### src/rtl/hilo_unit.sv
// HI/LO register unit: MULTU capture, MTHI/MTLO writes
// and a multi-cycle unsigned restoring divider (DIVU).
module hilo_unit #(
    parameter int WIDTH = 32
) (
    input  logic             clk,
    input  logic             rst_n,
    input  logic             op_valid,
    input  logic [1:0]       op,
    input  logic [WIDTH-1:0] a,
    input  logic [WIDTH-1:0] b,
    input  logic [WIDTH-1:0] alu_r,
    input  logic [WIDTH-1:0] alu_r2,
    output logic             busy,
    output logic             done,
    output logic             div_by_zero,
    output logic [WIDTH-1:0] hi,
    output logic [WIDTH-1:0] lo
);

    localparam int CW = $clog2(WIDTH + 1);
    localparam logic [CW-1:0] LAST = CW'(WIDTH - 1);

    localparam logic [1:0] OP_MULTU = 2'd0;
    localparam logic [1:0] OP_DIVU  = 2'd1;
    localparam logic [1:0] OP_MTHI  = 2'd2;
    localparam logic [1:0] OP_MTLO  = 2'd3;

    typedef enum logic [1:0] {
        S_IDLE,
        S_DIV,
        S_FIN
    } state_e;

    state_e           state_q, state_d;
    logic [WIDTH-1:0] hi_q, hi_d;
    logic [WIDTH-1:0] lo_q, lo_d;
    logic             busy_q, busy_d;
    logic             done_q, done_d;
    logic             dbz_q, dbz_d;
    logic [WIDTH-1:0] div_q, div_d;
    logic [WIDTH-1:0] quo_q, quo_d;
    logic [WIDTH-1:0] rem_q, rem_d;
    logic [CW-1:0]    cnt_q, cnt_d;

    logic             accept;
    logic [WIDTH:0]   rem_ext;
    logic [WIDTH:0]   trial;
    logic             step_ok;
    logic [WIDTH-1:0] rem_step;
    logic [WIDTH-1:0] quo_step;

    assign accept = op_valid & ~busy_q;

    // One restoring step; trial[WIDTH] is the borrow of the extended subtract.
    always_comb begin
        rem_ext  = {rem_q, quo_q[WIDTH-1]};
        trial    = rem_ext - {1'b0, div_q};
        step_ok  = ~trial[WIDTH];
        rem_step = step_ok ? trial[WIDTH-1:0] : rem_ext[WIDTH-1:0];
        quo_step = {quo_q[WIDTH-2:0], step_ok};
    end

    // Next-state logic for the FSM and all architectural registers.
    always_comb begin
        state_d = state_q;
        hi_d    = hi_q;
        lo_d    = lo_q;
        busy_d  = busy_q;
        done_d  = 1'b0;
        dbz_d   = 1'b0;
        div_d   = div_q;
        quo_d   = quo_q;
        rem_d   = rem_q;
        cnt_d   = cnt_q;
        case (state_q)
            S_IDLE: begin
                if (accept) begin
                    unique case (op)
                        OP_MULTU: begin
                            lo_d = alu_r;
                            hi_d = alu_r2;
                        end
                        OP_DIVU: begin
                            if (b == '0) begin
                                hi_d   = a;
                                lo_d   = '1;
                                done_d = 1'b1;
                                dbz_d  = 1'b1;
                            end else begin
                                div_d   = b;
                                quo_d   = a;
                                rem_d   = '0;
                                cnt_d   = '0;
                                busy_d  = 1'b1;
                                state_d = S_DIV;
                            end
                        end
                        OP_MTHI: hi_d = a;
                        OP_MTLO: lo_d = a;
                    endcase
                end
            end
            S_DIV: begin
                quo_d = quo_step;
                rem_d = rem_step;
                cnt_d = cnt_q + CW'(1);
                if (cnt_q == LAST) begin
                    state_d = S_FIN;
                end
            end
            S_FIN: begin
                hi_d    = rem_q;
                lo_d    = quo_q;
                busy_d  = 1'b0;
                done_d  = 1'b1;
                state_d = S_IDLE;
            end
            default: begin
                busy_d  = 1'b0;
                state_d = S_IDLE;
            end
        endcase
    end

    // State and register update; reset aborts any division in flight.
    always_ff @(posedge clk or negedge rst_n) begin
        if (!rst_n) begin
            state_q <= S_IDLE;
            hi_q    <= '0;
            lo_q    <= '0;
            busy_q  <= 1'b0;
            done_q  <= 1'b0;
            dbz_q   <= 1'b0;
            div_q   <= '0;
            quo_q   <= '0;
            rem_q   <= '0;
            cnt_q   <= '0;
        end else begin
            state_q <= state_d;
            hi_q    <= hi_d;
            lo_q    <= lo_d;
            busy_q  <= busy_d;
            done_q  <= done_d;
            dbz_q   <= dbz_d;
            div_q   <= div_d;
            quo_q   <= quo_d;
            rem_q   <= rem_d;
            cnt_q   <= cnt_d;
        end
    end

    assign busy        = busy_q;
    assign done        = done_q;
    assign div_by_zero = dbz_q;
    assign hi          = hi_q;
    assign lo          = lo_q;

endmodule

### config.mk
export PLATFORM = sky130hd
export DESIGN_NAME = hilo_unit
export DESIGN_NICKNAME = d
export VERILOG_FILES = /design/src/rtl/hilo_unit.sv
export SDC_FILE = /design/constraint.sdc
export NUM_CORES = 1
export LEC_CHECK = 0
export CORE_MARGIN = 3
export CORE_UTILIZATION = 30
export DETAILED_ROUTE_END_ITERATION = 7
export DONT_BUFFER_PORTS = 1
export HOLD_SLACK_MARGIN = 0.15
export PLACE_DENSITY = 0.41
export SYNTH_ARGS = -nofsm -noshare
export SYNTH_HDL_FRONTEND = slang
export SYNTH_SLANG_ARGS = --single-unit
### constraint.sdc
create_clock -name clk -period 8.4 [get_ports clk]
set_input_delay 1.68 -clock clk [delete_from_list [all_inputs] [get_ports clk]]
set_output_delay 1.68 -clock clk [all_outputs]
set_load 0.02 [all_outputs]
==> results of run 1 <==
cells by family (layout without fill, tap and decap cells):
family	after synthesis	in the layout
AO/OA/AOI/OAI	295	295
XOR/XNOR	26	26
adder cells (fa/ha/maj)	38	38
buffers and inverters	146	111
flip-flops	171	171
multiplexers	132	132
AND/OR/NAND/NOR	283	283
cell type report:
type                    count  area [um^2]
fillers                  3482        21800
multi-input cells         774         5410
flip-flops and latches    171         4280
well taps                 442          553
clock buffers              19          433
inverters                  71          267
clock inverters            12          220
repair buffers              9         67.6
layout by cell type (no fill, tap or decap), types with 3 or more instances in the layout:
cell type / netlist / final
dfrtp_1: 171 / 171
nand2_1: 136 / 136
o21ai_0: 81 / 81
a21oi_1: 77 / 75
inv_1: 71 / 71
mux2_2: 67 / 67
mux2i_1: 65 / 65
nor2_1: 67 / 64
ha_1: 37 / 35
a222oi_1: 30 / 30
a21o_1: 23 / 22
xnor2_1: 18 / 18
o211ai_1: 17 / 17
clkbuf_16: 0 / 17
nand4_1: 16 / 16
a221o_1: 13 / 13
nand3_1: 12 / 12
nor4_1: 9 / 9
buf_4: 0 / 9
xor2_1: 8 / 8
o221ai_1: 7 / 7
nor3_1: 7 / 7
nand2b_1: 6 / 6
a21boi_0: 6 / 6
and2_1: 6 / 6
bufinv_16: 0 / 6
and3_1: 5 / 5
nor2b_1: 6 / 5
a211oi_1: 5 / 5
o21a_1: 4 / 4
or2_2: 3 / 3
o31ai_1: 3 / 3
a31oi_1: 3 / 3
clkinv_2: 0 / 3
cells in the mapped netlist, types with 5 or more instances:
cell type	count
and2_1	6
a211oi_1	5
nand2b_1	6
nand2_1	136
nor2_1	67
a21o_1	23
o21ai_0	81
xor2_1	8
a21boi_0	6
a221o_1	13
and3_1	5
nor3_1	7
clkbuf_1	60
o211ai_1	17
dfrtp_1	171
nand4_1	16
inv_1	71
nor2b_1	6
xnor2_1	18
nand3_1	12
ha_1	37
a21oi_1	77
buf_1	9
mux2i_1	65
o221ai_1	7
mux2_2	67
a222oi_1	30
nor4_1	9
flip-flops by register name (all words and copies together), names as in the netlist:
signal,count
div_by_zero,1
hi,32
div_q,32
quo_q,32
cnt_q,6
done,1
state_q,2
rem_q,32
busy,1
lo,32
worst paths after layout:
path | startpoint | slack (ns) | cells past startpoint | to
min reg2reg | quo_q[31] | 0.49 | 2 | quo_q[31]
min in group asynchronous | rst_n | 0.95 | 0 | div_q[21]
min | quo_q[31] | 0.49 | 2 | quo_q[31]
max reg2reg | quo_q[31] | 4.01 | 13 | rem_q[25]
max | b[16] | 3.90 | 8 | hi[26]
max in group asynchronous | rst_n | 7.04 | 0 | hi[6]
metrics by stage:
step | total power [W] | setup WS [ns] | cells | cell area (um^2)
4_1_cts | 0.00379 | 3.92 | 1498 | 11200
3_3_place_gp | 0.00285 | 3.44 | 1467 | 10600
2_1_floorplan | 0.00247 | 4.59 | 1091 | 10200
6_report | 0.00375 | 3.90 | 1498 | 11200
5_1_grt | 0.00401 | 3.76 | 1498 | 11200
3_5_place_dp | 0.00286 | 3.46 | 1467 | 10600
worst max-delay path, cell delays in order:
cell	delay, ns
nor4_1	0.67
nand4_1	0.31
or2_2	0.41
a21boi_0	0.28
o31ai_1	0.18
a21oi_4	0.52
buf_4	0.38
mux2_2	0.37
power by group through the flow:
| stage | clock (W) | combinational (W) | sequential [W] |
|---|---|---|---|
| 5_1_grt | 0.000966 | 0.00157 | 0.00147 |
| 4_1_cts | 0.000934 | 0.00141 | 0.00144 |
| 6_report | 0.000908 | 0.00141 | 0.00144 |
| 3_5_place_dp | 0 | 0.00140 | 0.00145 |
| 3_3_place_gp | 0 | 0.00140 | 0.00146 |
| 2_1_floorplan | 0 | 0.00113 | 0.00133 |
layer usage:
layer	vias to the layer above	routed length, um
li1	3826	-
met1	3968	15400
met2	209	15000
met3	17	2490
met4	2	278
met5	-	12
==> metrics.txt, run 1 <==
GR Layer Usage met2 0.274; worst hold slack roughly 0.49 ns; layout cell share with drive strength beyond 1 0.116; GRT busiest layer met2; DRC Markers 0; Synth cell types 61; Worst Tran Pin Value 1.15 ns; Switch Pwr 0.00151 W; clock skew roughly 0.012 ns; row cnt 66; Synth Register Bits 171; final critical-path required period 4.50 ns; first-pass GRT wire length 50800 um; CTS tree yes; Hold Violations, Final 0; final setup fails 0; Clock power frac 0.242; total track usage 0.182; number of buffers created by CTS 17; Yosys warning count 0; Mapped Area 0.0102 mm^2; setup TNS 0 ns; hold_buf cts 0; combinational share of power 0.376; H-tree depth 4; slew margin rel. 0.232; Buffers on Ports 0; Max Freq 222 MHz; # resized after CTS 0; post-synthesis sequential area ratio 0.420; Final ANT Viol Nets 0; Sw Ratio 0.403; vias 8022; Overflow after GRT 0; 1st-iter DRT viols about 600; synthesized-area fraction occupied by adder cells 0.0474; Die Ht 190 um; final core occ 0.340; Synth Area in Compound Gates 0.193; period utilization 0.536; main area contributors after synthesis dfrtp_1 (42%), mux2_2 (7.4%), mux2i_1 (6.4%); dominant synthesized flop cell dfrtp_1; number of enable flip-flop cells after synthesis 0; Worst Path Class, Setup input port to flip-flop; TritonCTS Sinks 171; Arr. time, crit path slightly below 5 ns; post-synthesis simple-gate area fraction 0.124; clock latency on the worst-skew pair 0.44 ns; buffer levels on the longest clock path 2; internal power between 0.002 and 0.0025 W; RSZ-0062 raised after global routing false; VDD IR max approximately 150 uV; CP startpoint kind input port; max-cap check violation count 0; via-per-instance ratio 5.36; main combinational cell family by area after synthesis compound AO/OA/AOI/OAI gates; Die Wd ~190 um; top-area cell type share of the netlist area 0.420; DR WL/cell around 22 um; total wire length 33200 um; GPL Wtd Cong 0.804; status complete, no violations; leading area contributor after synthesis dfrtp_1; Root Driver clkbuf_16; Avg Inst Size Synth 9.34 um^2; GRT met1 Usage 0.258; multiplexer area fraction after synthesis 0.138; CTS clk-pin slew, worst paths 0.07 ns; sequential power share 0.382; initial core utilization 0.308; Slew Viols, Final 0; First-pass DRT Iterations 8; crit path max fanout 18; number of global-route vias before repair 8244; core area roughly 0.033 mm^2; Net count, final 1215; PwrDens 334 mW/mm^2; Critical Path End Type flip-flop; Antenna diodes 0; Layout area overhead 10.2%; Post-CTS Setup Bufs 0; num ports 200; Cells after Synth 1091; HP Class flip-flop to flip-flop; initial antenna violation count 1; asr flop ratio synth 1.00; static leakage between 4 and 5 nW; Global Route met3 Usage 0.0612; XOR/XNOR share of the synthesized area 0.0224; CP Data Required Time 8.71 ns; HPWL after DPL around 23000 um; syn_nets 1262; die area between 0.03 and 0.04 mm^2; largest net degree at the start of global routing about 170
Note: power is estimated with default switching activity, not from simulation.
==> run 2, diff against run 1 <==
clock period = 4.5 ns   (was 8.4 ns; I/O delays follow)
==> metrics.txt, run 2 (same netlist as run 1, synthesis figures left out) <==
status complete, no violations; RSZ-0062 raised after global routing false; core area 0.0330 mm^2; vias a little over 8000; Reg area 0.00428 mm^2; slew margin rel. 0.257; Filler cells 3441; cell area after layout 0.0113 mm^2; max-cap check violation count 0; static leakage 5.00 nW; Arr. time, crit path just under 4 ns; DR WL/cell 22.4 um; FF-to-FF path depth 12; commonest non-fill, non-tap cell in the layout dfrtp_1; buffer levels on the longest clock path 2; most frequent cells in the layout dfrtp_1 (171), nand2_1 (136), o21ai_0 (81); number of buffers created by CTS 17; GPL Wtd Cong ~0.8; CP startpoint kind flip-flop; Worst Path Class, Setup flip-flop to flip-flop; Root Driver clkbuf_16; Die Ht 190 um; setup TNS 0 ns; HP Class input port to async pin; die area about 0.036 mm^2; CTS clk-pin slew, worst paths 0.07 ns; Net count, final about 1200; Antenna diodes 0; initial antenna violation count 1; First-pass DRT Iterations 7; total track usage 0.186; CTS tree yes; Max Freq 277 MHz; final critical-path required period 3.62 ns; number of global-route vias before repair 8211; HPWL after DPL 23800 um; Layout area overhead 11.0%; 1st-iter DRT viols 551; CP Data Required Time 4.82 ns; crit path max fanout 30; clock skew 0.0113 ns; largest net degree at the start of global routing 78; layout cell share with drive strength beyond 1 0.129; H-tree depth 4; row cnt 66; total wire length 33800 um; period utilization 0.803; final setup fails 0; Buffers on Ports 0; worst r2r src quo_q[31]; Hold Violations, Final 0; Slew Viols, Final 0; first-pass GRT wire length 51400 um; num ports 200; DRC Markers 0; VDD IR max ~290 uV; Overflow after GRT 0; TritonCTS Sinks 171; worst hold slack 0.279 ns; Multi-input gate area 0.00540 mm^2; r2r setup slk 0.88 ns; clock latency on the worst-skew pair 0.45 ns; via-per-instance ratio 5.37; PwrDens about 600 mW/mm^2; Die Wd 190 um; Critical Path End Type flip-flop; Worst Tran Pin Value 1.11 ns; worst flop-to-flop path endpoint rem_q[11]; Final ANT Viol Nets 0; initial core utilization 0.308; final core occ 0.342; placed cell area 0.0106 mm^2
## run 2: changes by cell type in the layout (fill, tap and decap cells not counted), moves of 2 or more
cell       before  now
buf_4           9   16
bufinv_16       6    1
inv_6           1    5
buf_12          0    3
clkinv_4        1    4
buf_16          0    2
clkbuf_1        2    0
## run 2: stage by stage
step                power, W  std cells  setup WS [ns]
finish               0.00686       1511          0.885
global route         0.00735       1511          0.616
CTS                  0.00693       1511          0.855
detailed placement   0.00535       1475          0.882
global placement     0.00537       1475          0.928
floorplan            0.00460       1091           1.33
## run 2: timing repair
item | CTS | global route
hold endpoints to repair | 64 | 0
setup buffers | 0 | 0
hold buffers | 4 | 0
gates resized for setup | 0 | 0
## run 2: worst max-delay path by stage
| stage | from | to | slack [ns] | cells after the start |
|---|---|---|---|---|
| 2_1_floorplan | quo_q[31] | rem_q[11] | 1.33 | 13 |
| 3_3_place_gp | quo_q[31] | rem_q[11] | 0.93 | 12 |
| 3_5_place_dp | quo_q[31] | rem_q[11] | 0.88 | 12 |
| 4_1_cts | quo_q[31] | rem_q[11] | 0.85 | 12 |
| 5_1_grt | quo_q[31] | rem_q[5] | 0.62 | 12 |
| 6_report | quo_q[31] | rem_q[11] | 0.88 | 12 |
## run 2: power breakdown
group          internal [W]  leakage, nW  switching [W]
Clock              0.000791        0.288       0.000698
Sequential          0.00201         2.03       0.000670
Combinational       0.00116         2.68        0.00153
Total               0.00396         5.00        0.00290
## run 2: per-layer routing
| layer | vias to the layer above | share of wire | global-route usage |
|---|---|---|---|
| met5 | - | 0.00021 | 0 |
| met4 | 2 | 0.016 | 0.0469 |
| met3 | 26 | 0.068 | 0.0546 |
| met2 | 210 | 0.45 | 0.281 |
| met1 | 4021 | 0.47 | 0.261 |
| li1 | 3860 | - | - |
## run 2: cell type report
class | count | area share
flip-flops and latches | 171 | 0.378
inverters | 71 | 0.0236
repair buffers | 21 | 0.0208
well taps | 442 | 0.0489
multi-input cells | 774 | 0.477
clock buffers | 18 | 0.0388
clock inverters | 14 | 0.0120
## run 2: critical path, cell delays in order, from the launching register on
cell and delay, ns:
dfrtp_1 0.38, inv_1 0.10, ha_1 0.17, inv_1 0.05
fa_1 0.42, a211oi_1 0.30, o211ai_1 0.21, a32oi_1 0.22
o21ai_1 0.17, a311o_1 0.42, or3_4 0.39, and2_4 0.30
a311o_1 0.35
